==> src/rtl/dynamic_phase_multi.sv <==
// Multi-channel MMCM dynamic phase-shift sequencer.
// Each channel runs its own IDLE/STEP/WAIT/ERROR machine, which drives PSEN/PSINCDEC
// and counts PSDONE acknowledges into a signed accumulated-phase tracker.
// A per-channel watchdog trips when PSDONE does not come back in time.
module dynamic_phase_multi #(
  parameter int NUM_CH       = 2,
  parameter int PHASE_BITS   = 12,
  parameter int CUR_BITS     = 16,
  parameter int TIMEOUT_BITS = 8
) (
  input  logic                         clock,
  input  logic                         reset_n,
  input  logic [NUM_CH-1:0]            ps_start,
  input  logic [NUM_CH-1:0]            ps_abs,
  input  logic [NUM_CH*PHASE_BITS-1:0] ps_phase,
  input  logic [NUM_CH-1:0]            ps_clear,
  input  logic [NUM_CH-1:0]            clock_locked,
  output logic [NUM_CH-1:0]            ps_en,
  output logic [NUM_CH-1:0]            ps_inc,
  input  logic [NUM_CH-1:0]            ps_done,
  output logic [NUM_CH-1:0]            ps_active,
  output logic [NUM_CH-1:0]            ps_error,
  output logic [NUM_CH*CUR_BITS-1:0]   ps_current
);

  typedef enum logic [1:0] {
    ST_IDLE  = 2'd0,
    ST_STEP  = 2'd1,
    ST_WAIT  = 2'd2,
    ST_ERROR = 2'd3
  } state_e;

  // Delta and remaining-step count need one bit more than the tracker so that
  // an absolute target minus the current phase can never overflow.
  localparam int DW = CUR_BITS + 1;
  localparam logic [DW-1:0]           DW_ZERO  = {DW{1'b0}};
  localparam logic [DW-1:0]           DW_ONE   = {{(DW-1){1'b0}}, 1'b1};
  localparam logic [CUR_BITS-1:0]     CUR_ZERO = {CUR_BITS{1'b0}};
  localparam logic [CUR_BITS-1:0]     CUR_ONE  = {{(CUR_BITS-1){1'b0}}, 1'b1};
  localparam logic [TIMEOUT_BITS-1:0] WD_ZERO  = {TIMEOUT_BITS{1'b0}};
  localparam logic [TIMEOUT_BITS-1:0] WD_ONE   = {{(TIMEOUT_BITS-1){1'b0}}, 1'b1};
  localparam logic [TIMEOUT_BITS-1:0] WD_MAX   = {TIMEOUT_BITS{1'b1}};

  for (genvar g = 0; g < NUM_CH; g++) begin : g_ch
    state_e                  state_q, state_d;
    logic                    en_q, en_d;
    logic                    inc_q, inc_d;
    logic                    active_q, active_d;
    logic                    error_q, error_d;
    logic [CUR_BITS-1:0]     cur_q, cur_d;
    logic [DW-1:0]           rem_q, rem_d;
    logic [TIMEOUT_BITS-1:0] wd_q, wd_d;
    logic [PHASE_BITS-1:0]   phase_s;
    logic [DW-1:0]           req_s;
    logic [DW-1:0]           delta_s;
    logic [DW-1:0]           mag_s;

    // Sign-extend the request and form the signed step count and its magnitude.
    always_comb begin
      phase_s = ps_phase[g*PHASE_BITS +: PHASE_BITS];
      req_s   = {{(DW-PHASE_BITS){phase_s[PHASE_BITS-1]}}, phase_s};
      if (ps_abs[g]) begin
        delta_s = req_s - {cur_q[CUR_BITS-1], cur_q};
      end else begin
        delta_s = req_s;
      end
      if (delta_s[DW-1]) begin
        mag_s = (~delta_s) + DW_ONE;
      end else begin
        mag_s = delta_s;
      end
    end

    // Per-channel sequencer: next-state and next-output computation.
    always_comb begin
      state_d  = state_q;
      en_d     = 1'b0;
      inc_d    = inc_q;
      active_d = active_q;
      error_d  = error_q;
      cur_d    = cur_q;
      rem_d    = rem_q;
      wd_d     = wd_q;
      case (state_q)
        ST_IDLE: begin
          if (ps_start[g]) begin
            if (!clock_locked[g]) begin
              state_d  = ST_ERROR;
              active_d = 1'b1;
              error_d  = 1'b1;
              inc_d    = 1'b0;
            end else if (delta_s == DW_ZERO) begin
              state_d = ST_IDLE;
            end else begin
              state_d  = ST_STEP;
              en_d     = 1'b1;
              inc_d    = ~delta_s[DW-1];
              active_d = 1'b1;
              rem_d    = mag_s;
            end
          end else begin
            state_d = ST_IDLE;
          end
        end
        ST_STEP: begin
          // The PSEN pulse is already on the pins this cycle; lock loss still aborts.
          wd_d = WD_ZERO;
          if (!clock_locked[g]) begin
            state_d = ST_ERROR;
            error_d = 1'b1;
            inc_d   = 1'b0;
          end else begin
            state_d = ST_WAIT;
          end
        end
        ST_WAIT: begin
          if (!clock_locked[g]) begin
            state_d = ST_ERROR;
            error_d = 1'b1;
            inc_d   = 1'b0;
          end else if (ps_done[g]) begin
            if (inc_q) begin
              cur_d = cur_q + CUR_ONE;
            end else begin
              cur_d = cur_q - CUR_ONE;
            end
            rem_d = rem_q - DW_ONE;
            if (rem_q == DW_ONE) begin
              state_d  = ST_IDLE;
              active_d = 1'b0;
            end else begin
              state_d = ST_STEP;
              en_d    = 1'b1;
            end
          end else if (wd_q == WD_MAX) begin
            state_d = ST_ERROR;
            error_d = 1'b1;
            inc_d   = 1'b0;
          end else begin
            wd_d = wd_q + WD_ONE;
          end
        end
        ST_ERROR: begin
          // Phase is unknown after a fault, so the tracker restarts from zero.
          if (ps_clear[g]) begin
            state_d  = ST_IDLE;
            active_d = 1'b0;
            error_d  = 1'b0;
            cur_d    = CUR_ZERO;
          end else begin
            state_d = ST_ERROR;
          end
        end
        default: begin
          state_d  = ST_IDLE;
          active_d = 1'b0;
          error_d  = 1'b0;
          inc_d    = 1'b0;
        end
      endcase
    end

    // State and output registers with synchronous active-low reset.
    always_ff @(posedge clock) begin
      if (!reset_n) begin
        state_q  <= ST_IDLE;
        en_q     <= 1'b0;
        inc_q    <= 1'b0;
        active_q <= 1'b0;
        error_q  <= 1'b0;
        cur_q    <= CUR_ZERO;
        rem_q    <= DW_ZERO;
        wd_q     <= WD_ZERO;
      end else begin
        state_q  <= state_d;
        en_q     <= en_d;
        inc_q    <= inc_d;
        active_q <= active_d;
        error_q  <= error_d;
        cur_q    <= cur_d;
        rem_q    <= rem_d;
        wd_q     <= wd_d;
      end
    end

    assign ps_en[g]                            = en_q;
    assign ps_inc[g]                           = inc_q;
    assign ps_active[g]                        = active_q;
    assign ps_error[g]                         = error_q;
    assign ps_current[g*CUR_BITS +: CUR_BITS]  = cur_q;
  end

endmodule

==> config.mk <==
export PLATFORM = sky130hd
export DESIGN_NAME = dynamic_phase_multi
export DESIGN_NICKNAME = d
export VERILOG_FILES = /design/src/rtl/dynamic_phase_multi.sv
export SDC_FILE = /design/constraint.sdc
export NUM_CORES = 1
export LEC_CHECK = 0
export ABC_CLOCK_PERIOD_IN_PS = 3700
export BUFFER_PORTS_ARGS = -buffer_cell sky130_fd_sc_hd__buf_2
export CORE_MARGIN = 2
export CORE_UTILIZATION = 50
export DETAILED_ROUTE_END_ITERATION = 7
export PLACE_DENSITY = 0.71
export SYNTH_ARGS = -nofsm -noshare
export SYNTH_HDL_FRONTEND = slang
export SYNTH_SLANG_ARGS = --single-unit
==> constraint.sdc <==
create_clock -name clock -period 3.7 [get_ports clock]
set_clock_uncertainty 0.05 [all_clocks]
set_input_delay 0.37 -clock clock [delete_from_list [all_inputs] [get_ports clock]]
set_output_delay 0.37 -clock clock [all_outputs]
set_load 0.02 [all_outputs]
; ---- Word-level counts from Yosys, hierarchy flattened
; Index checks and enable logic that the tools add are counted.
[op_classes]
addsub = 12
eq_ne = 38
mux = 112
n_bitwise = 4
reduce_logical = 26
[op_table]
columns = op, count
row1 = 2-to-1 mux 17 bit, 14
row2 = 2-to-1 mux 16 bit, 8
row3 = case mux 17 bit (2 select lines), 2
row4 = case mux 16 bit (2 select lines), 2
row5 = 2-to-1 mux 1 bit, 56
row6 = 2-to-1 mux 8 bit, 6
row7 = != test 2 bit (second input constant), 20
row8 = adder 17 x 1 -> 17 bit (second input constant), 2
row9 = equality test 17 x 1 -> 1 bit (second input constant), 2
row10 = zero test 17 bit, 2
row11 = NOT 17 bit, 2
row12 = subtractor 12 x 16 -> 17 bit, 2
row13 = subtractor 17 x 1 -> 17 bit (second input constant), 2
row14 = adder 16 x 1 -> 16 bit (second input constant), 2
row15 = case mux 8 bit (2 select lines), 2
row16 = subtractor 16 x 1 -> 16 bit (second input constant), 2
row17 = 2-to-1 mux 2 bit, 12
row18 = AND reduction 4 bit, 6
row19 = AND reduction 6 bit, 4
row20 = != test 3 bit (second input constant), 6
row21 = adder 8 x 1 -> 8 bit (second input constant), 2
row22 = equality test 8 bit (second input constant), 2
row23 = case mux 2 bit (4 select lines), 2
row24 = AND reduction 7 bit, 2
row25 = 10 further kinds, 30
[totals]
register_bits = 94
inputBits = 36
output_inout_bits = 40
word_cells = 208

; ---- Longest topological paths before layout
; Gate-level depths: netlist (run 1).
[logic_depth]
word_depth = 9
ltp_mapped = 16
mapped_depth_nobuf = 14

; ---- Least setup slack after synthesis (run 1)
; No wires, ideal clock.
[synth_timing]
path_kind = flip-flop to flip-flop
start = register g_ch[1].cur_q[0]
end = register g_ch[1].rem_q[6]
setup_ns = 0.132
t_arrival_ns = 3.501
required_time_ns = 3.518
path_slack_ns = 0.016
path_stages_with_launch = 16
path_buffers = 2
synth_period_minus_slack_ns = 3.684
cell_sequence = dfxtp_1 > ha_1 > fa_1 > and2b_1 > o31ai_2 > a22o_4 > or4_4 > o211ai_2 > nor4_2 > nor3b_2 > and3_4 > or4_4 > buf_6 > buf_6 > o21ai_1 > a21oi_1
[synth_via]
elab_chain_cells = 9
elab_cells_between_ends = 12
cone_classes = add/sub: 2 / eq/ne: 1 / mux: 6 / bitwise: 1 / reduce/logical: 2
[synth_rtl]
columns = element, line_no
row1 = start: declaration, 50  ; logic [CUR_BITS-1:0] cur_q, cur_d;
row2 = start signal: assignment, 180  ; cur_q <= cur_d;
row3 = subtractor 12 x 16 -> 17 bit *, 63  ; delta_s = req_s - {cur_q[CUR_BITS-1], cur_q};
row4 = 2-to-1 mux 17 bit *, 62  ; if (ps_abs[g]) begin
row5 = NOT 17 bit, 68  ; mag_s = (~delta_s) + DW_ONE;
row6 = adder 17 x 1 -> 17 bit, 68
row7 = 2-to-1 mux 17 bit, 67  ; if (delta_s[DW-1]) begin
row8 = 2-to-1 mux 17 bit, 92  ; end else if (delta_s == DW_ZERO) begin
row9 = 2-to-1 mux 17 bit, 87  ; if (!clock_locked[g]) begin
row10 = 2-to-1 mux 17 bit, 86  ; if (ps_start[g]) begin
row11 = case mux 17 bit (2 select lines), 84  ; case (state_q)
row12 = end signal: assignment, 181  ; rem_q <= rem_d;
row13 = end: declaration, 51  ; logic [DW-1:0] rem_q, rem_d;
; Every way passes the cells marked *; elsewhere a longest branch is shown, timed or not. The select of a mux whose other input is x is not followed.
; A chain may end at the register's enable or synchronous reset.

; ---- Worst setup path after layout (run 1)
; Ends and elaborated chain as after synthesis.

==> results of run 1 <==
[area by class of cell]
type / instances / share of cell area
flip-flops and latches: 94 / 0.180
multi-input cells: 1027 / 0.639
clock inverters: 6 / 0.00659
inverters: 78 / 0.0280
well taps: 229 / 0.0274
clock buffers: 10 / 0.0219
repair buffers: 160 / 0.0970
[power breakdown]
group / switching [uW] / leakage, uW / internal [uW] / total, uW
sequential: 288 / 0.000768 / 1310 / 1600
combinational: 3940 / 0.00357 / 2950 / 6890
clock: 454 / 0.000149 / 533 / 987
[how the worst max path moves through the flow]
stage / to / depth (start not counted) / slack (ns) / start
final: g_ch[1].rem_q[6] / 15 / 0.08 / g_ch[1].cur_q[0]
after global routing: g_ch[1].rem_q[2] / 15 / -0.02 / g_ch[1].cur_q[0]
after CTS: g_ch[1].rem_q[0] / 15 / 0.03 / g_ch[1].cur_q[0]
after detailed placement: g_ch[1].rem_q[11] / 15 / -0.53 / ps_phase[12]
after global placement: g_ch[1].rem_q[10] / 15 / -0.40 / ps_phase[12]
after floorplan: g_ch[1].rem_q[6] / 15 / 0.02 / g_ch[1].cur_q[0]
[cell families after synthesis]
| group | after synthesis |
|---|---|
| compound gates | 387 |
| mux | 11 |
| buf+inv | 134 |
| xor+xnor | 67 |
| flops | 94 |
| simple gates | 476 |
| fa+ha+maj | 85 |
[registers in the layout, indices dropped and copies added, names as in the netlist]
signal	cells
g_ch.rem_q	34
g_ch.cur_q	32
g_ch.wd_q	16
g_ch.state_q	4
g_ch.active_q	2
g_ch.en_q	2
g_ch.error_q	2
g_ch.inc_q	2
[synthesized netlist by cell type (all sizes together), types with 6 or more instances]
master / number / share of area
o211ai: 15 / 0.013
nor4: 15 / 0.012
a21o: 16 / 0.013
a211o: 6 / 0.0058
ha: 81 / 0.11
and3: 17 / 0.012
xor2: 35 / 0.034
nand2b: 14 / 0.0097
inv: 76 / 0.032
a31oi: 16 / 0.012
o31ai: 10 / 0.0094
o22ai: 11 / 0.0076
nor3: 40 / 0.022
nor2: 147 / 0.061
nand4: 11 / 0.0076
or3: 17 / 0.012
o21a: 13 / 0.011
dfxtp: 94 / 0.21
nor2b: 17 / 0.012
a31o: 6 / 0.0058
a22oi: 18 / 0.015
xnor2: 32 / 0.031
a21oi: 116 / 0.066
buf: 16 / 0.012
nand3: 38 / 0.021
mux2i: 8 / 0.0089
o21ai: 91 / 0.051
a211oi: 15 / 0.012
nand2: 126 / 0.053
clkbuf: 40 / 0.017
[layer usage]
metal / vias up / GRT usage / part of all wire
met2: 205 / 0.421 / 0.47
li1: 4773 / - / -
met3: 33 / 0.0287 / 0.049
met1: 4305 / 0.344 / 0.47
met5: - / 0 / 0
met4: 0 / 0.0730 / 0.018
[cell usage in the layout, fill, tap and decap left out, drive strengths merged, types with 18 or more instances in the layout]
master    n
buf     160
nor2    147
nand2   126
a21oi   116
dfxtp    94
o21ai    91
ha       81
inv      79
nor3     40
nand3    38
xor2     35
xnor2    32
a22oi    18
[worst max-delay path, cell delays in order, from the launching register on]
cell and delay [ns]:
dfxtp_2 0.33, ha_2 0.17, fa_2 0.33, and2b_2 0.27
o31ai_4 0.08, a22o_4 0.23, buf_4 0.14, xnor2_1 0.23
o31a_1 0.25, nor4_4 0.06, nor3b_2 0.17, and3_4 0.19
buf_4 0.15, or4_4 0.59, o21ai_1 0.17, a21oi_1 0.08
[per-stage QoR]
step / util / setup WS, ns / cells / TNS (ns) / hold WS, ns
after global placement: 0.564 / -0.402 / 1587 / -5.05 / 0.399
final: 0.585 / 0.0827 / 1604 / 0 / 0.279
after detailed placement: 0.564 / -0.525 / 1587 / -6.35 / 0.402
after CTS: 0.582 / 0.0262 / 1603 / 0 / 0.274
after global routing: 0.585 / -0.0214 / 1604 / -0.0560 / 0.327
after floorplan: - / 0.0164 / 1254 / 0 / 0.385
[repair_timing]
| action | 4_1_cts | 5_1_grt |
|---|---|---|
| pin swaps | 2 | 6 |
| cloned | 0 | 1 |
| endpoints found under the hold margin | 0 | 0 |
| endpoints found under the setup margin | 17 | 16 |
| resized for setup | 4 | 18 |
==> out/metrics.yaml, run 1 <==
status: "finished clean"
vdd_drop_max_uv: 620
vias: 9316
post-route-period-util: 0.978
synth_compound_area_frac: 0.277
clock_path_buffers: 2
synth_warnings: 0
n_fill_cell: 1696
htreeDepth: 3
clkTransAtPathRegs_ns: 0.07
clockRootBuffer: "clkbuf_16"
coreArea_um2: 17800
min_path_type: "in -> reg"
synth_xor_area_frac: 0.0651
fin_crit_ns: 3.62
antenna_found_initial: 0
synth_area_um2: 9010
clk_latency_ns: 0.35
synthSimpleGateAreaFrac: 0.254
row_count: 49
ff_latch_area_um2: 1880
seq_area_frac_synth: 0.209
yosys_most_used_dff: "dfxtp_1"
synth_fa_ha_area_frac: 0.121
placed_area_um2: 10100
worstHoldEndpoint: "g_ch[0].error_q"
dieHeight_um: 138
num_io_pins: 76
async_flop_share: 0
rsz0062_at_grt: "true"
cts_tree: "yes"
synthToLayoutAreaGrowth_pct: 15.9
first_pass_iters: 5
r2r_slack_ns: 0.08
critPathCaptureType: "flop"
min_path_cells: 4
wl_per_cell_um: 15.3
synth.area.mux_share: 0.0126
p_per_area_nw_per_um2: 908
synth-seq-cells: 94
syn_area_per_cell_um2: 7.19
r2r_start: "g_ch[1].cur_q[0]"
setup_viol: 0
numPortBuffers: 75
cts_setup_buffers: 0
grt_max_degree: 38
worst_r2r_endpoint: "g_ch[1].rem_q[6]"
grt_pass1_vias: 8683
power.leakage_uw: 0.00449
critPathRequiredTime_ns: 3.88
fp.dieArea_um2: 19100
start_util: 0.505
nets: 1491
synthCells: 1254
synth_top_family_by_area: "compound AO/OA/AOI/OAI gates"
slew_viol_final: 0
path_class: "reg -> reg"
total_power_uw: 9480
ant_nets: 0
gp_congestion: 0.902
hold_buffers: 0
worstPathMaxFanout: 8
reg2regPathDepth: 15
drv_cap: 0
drtIter0Drc: 646
layout-drive-gt1-share: 0.164
worst_pin_slew_ns: 0.937
multi_input_area_um2: 6670
synth_cell_types: 86
die_x_um: 138
track_usage: 0.252
grt-ovfl-total: 0
routed_via_density: 5.81
cts_made_buffers: 9
cp-start-kind: "flop"
worstPathArrival_ns: 3.80
hold_path.startpoint: "ps_clear[0]"
diodes: 0
final_cell_area_um2: 10400
wl_mm: 24.6
synth_edf_count: 0
relSlewSlack: 0.373
grt_pass1_wl_mm: 41.2
hold_viol: 0
hpwl_mm: 18.5
clock.fmax_ghz: 0.276
drc: 0
cts_sinks: 94
syn_nets: 1375
Power figures use the tool's default switching activity.
==> inputs of run 2 (changes only) <==
- CORE_UTILIZATION: 50 -> 43
- CTS_CLUSTER_SIZE: unset -> 8
- PLACE_DENSITY: 0.71 -> unset
- SKIP_CTS_REPAIR_TIMING: unset -> 1
==> run 2 against run 1 <==
Effect of this change: total power shrank 1.4%; cell count rose by 1.3%; critical endpoint is now g_ch[1].rem_q[13]; largest cell class unchanged; die area is 16% higher.
==> out/metrics.yaml, run 2 (synthesis gave the netlist of run 1 again) <==
start_util: 0.441  # was 0.505
ant_nets: 0  # unchanged
diodes: 0  # unchanged
fp.dieArea_um2: 22100  # was 19100 um2
final_core_util: 0.506  # was 0.585
clock_path_buffers: 2  # unchanged
power.leakage_uw: 0.00439  # was 0.00449 uW
grt_max_degree: 40  # was 38
clock.fmax_ghz: 0.279  # was 0.276 GHz
cp_cell_sequence: "inv_1 > ha_1 > nor2b_1 > o31ai_2 > buf_4 > a31oi_4 > a21o_1 > a221o_1 > a211o_1 > nor4_4 > and3_4 > buf_4 > nor4_4 > buf_4 > a31o_2"  # was ha_2 > fa_2 > and2b_2 > o31ai_4 > a22o_4 > buf_4 > xnor2_1 > o31a_1 > nor4_4 > nor3b_2 > and3_4 > buf_4 > or4_4 > o21ai_1 > a21oi_1
reg_top3: "g_ch.rem_q: 34 flops, g_ch.cur_q: 32 flops, g_ch.wd_q: 16 flops"  # unchanged
num_io_pins: 76  # unchanged
cp_common_cell: "buf_4"  # unchanged
p_clk_frac: 0.107  # was 0.104
clkTransAtPathRegs_ns: 0.07  # about the same
cts_made_buffers: 9  # unchanged
worstPathArrival_ns: 3.78  # was 3.80 ns
layout_common_cells: "nor2_1 (147), nand2_1 (125), a21oi_1 (113)"  # was nor2_1 (147), nand2_1 (125), a21oi_1 (110)
p_per_area_nw_per_um2: 904  # was 908 nW/um2
nets: 1471  # was 1491
r2r_start: "g_ch[1].cur_q[1]"  # was g_ch[1].cur_q[0]
worst_pin_slew_ns: 0.936  # was 0.937 ns
track_usage: 0.221  # was 0.252
holdWs_ns: 0.266  # was 0.279 ns
cp_slowest_cell: "dfxtp_2"  # was or4_4
grt_pass1_vias: 8135  # was 8683
slew_viol_final: 0  # unchanged
pwr-share-seq: 0.174  # was 0.169
grt_pass1_wl_mm: 40.5  # was 41.2 mm
vias: 9098  # was 9316
hpwl_mm: 18.4  # was 18.5 mm
clockRootBuffer: "clkbuf_16"  # unchanged
vdd_drop_max_uv: 586  # was 620 uV
final_common_cell: "nor2_1"  # unchanged
path_class: "reg -> reg"  # unchanged
cts_tree: "yes"  # unchanged
cts_sinks: 94  # unchanged
gp_congestion: 0.896  # was 0.902
n_fill_cell: 2084  # was 1696
intPower_uw: 4730  # was 4800 uW
hold_viol: 0  # unchanged
rsz0062_at_grt: "false"  # was true
layout-drive-gt1-share: 0.150  # was 0.164
routed_via_density: 5.60  # was 5.81
setup_tns_ns: 0  # unchanged
grt-ovfl-total: 0  # unchanged
coreArea_um2: 20400  # was 17800 um2
drc: 0  # unchanged
critPathRequiredTime_ns: 3.90  # was 3.88 ns
drtIter0Drc: 472  # was 646
drv_cap: 0  # unchanged
relSlewSlack: 0.374  # was 0.373
dieHeight_um: 149  # was 138 um
first_pass_iters: 5  # unchanged
largest_reg_flops: 34  # unchanged
row_count: 52  # was 49
worstPathMaxFanout: 7  # was 8
wl_mm: 24.7  # was 24.6 mm
max_flop_register: "g_ch.rem_q"  # unchanged
antenna_found_initial: 0  # unchanged
wl_per_cell_um: 15.2  # was 15.3 um
clk_latency_ns: 0.36  # was 0.35 ns
p_comb_frac: 0.719  # was 0.727
critPathCaptureType: "flop"  # unchanged
hold_path.startpoint: "ps_clear[1]"  # was ps_clear[0]
fin_cells: 1625  # was 1604
switching_share: 0.494  # about the same
slowest_delay_ns: 0.36  # was 0.59 ns
htreeDepth: 3  # unchanged
dp_slack_ns: -0.126  # was -0.525 ns
fin_crit_ns: 3.58  # was 3.62 ns
p_sw_uw: 4620  # was 4680 uW
min_path_type: "in -> reg"  # unchanged
cp-start-kind: "flop"  # unchanged
die_x_um: 149  # was 138 um
startpoint: "g_ch[1].cur_q[1]"  # was g_ch[1].cur_q[0]
post-route-period-util: 0.968  # was 0.978
status: "finished clean"  # unchanged
setup_viol: 0  # unchanged
placed_cells: 1604  # was 1587
synthToLayoutAreaGrowth_pct: 14.7  # was 15.9%
numPortBuffers: 75  # unchanged
setup_ws_ns: 0.120  # was 0.0827 ns
run 2: cell types whose count changed in the layout (fill, tap and decap cells not counted), sizes merged:
| cell | delta |
|---|---|
| inv | +1 |
| buf | -20 |
| clkinv | -1 |
run 2: layout make-up:
type,instances,area (um2),share of cell area
clock buffers,10,229,0.0221
clock inverters,6,73.8,0.00714
inverters,78,293,0.0283
multi-input cells,1027,6650,0.643
flip-flops and latches,94,1890,0.182
well taps,270,338,0.0327
repair buffers,140,867,0.0839
run 2: through the flow:
step,power (uW),area [um2]
after floorplan,6660,9010
after CTS,9250,10200
after detailed placement,8210,9930
after global routing,10300,10300
final,9350,10300
after global placement,8140,9930
run 2: final timing paths:
kind | slack [ns] | end | cells past startpoint
max reg2reg | 0.12 | g_ch[1].rem_q[13] | 15
min reg2reg | 0.42 | g_ch[0].rem_q[11] | 2
max | 0.12 | g_ch[1].rem_q[13] | 15
min | 0.27 | g_ch[1].error_q | 4
run 2: worst max-delay path: cells and delay by family (launching register included):
family | cells | cell delay [ns]
compound gates | 6 | 1.46
fa+ha+maj | 1 | 0.26
buf+inv | 4 | 0.59
flops | 1 | 0.36
simple gates | 4 | 0.74
run 2: power groups by stage:
stage               clock network, uW  registers, uW  logic, uW
finish                            996           1630       6720
global route                     1060           1680       7550
CTS                              1030           1620       6600
detailed placement                  0           1640       6560
global placement                    0           1640       6500
floorplan                           0           1720       4940
run 2: routing by layer:
| metal | track usage | vias up | wire [um] |
|---|---|---|---|
| met5 | 0 | - | 0 |
| met1 | 0.324 | 4170 | 12600 |
| met3 | 0.0223 | 15 | 979 |
| met4 | 0.0505 | 0 | 235 |
| li1 | - | 4740 | - |
| met2 | 0.349 | 173 | 10900 |
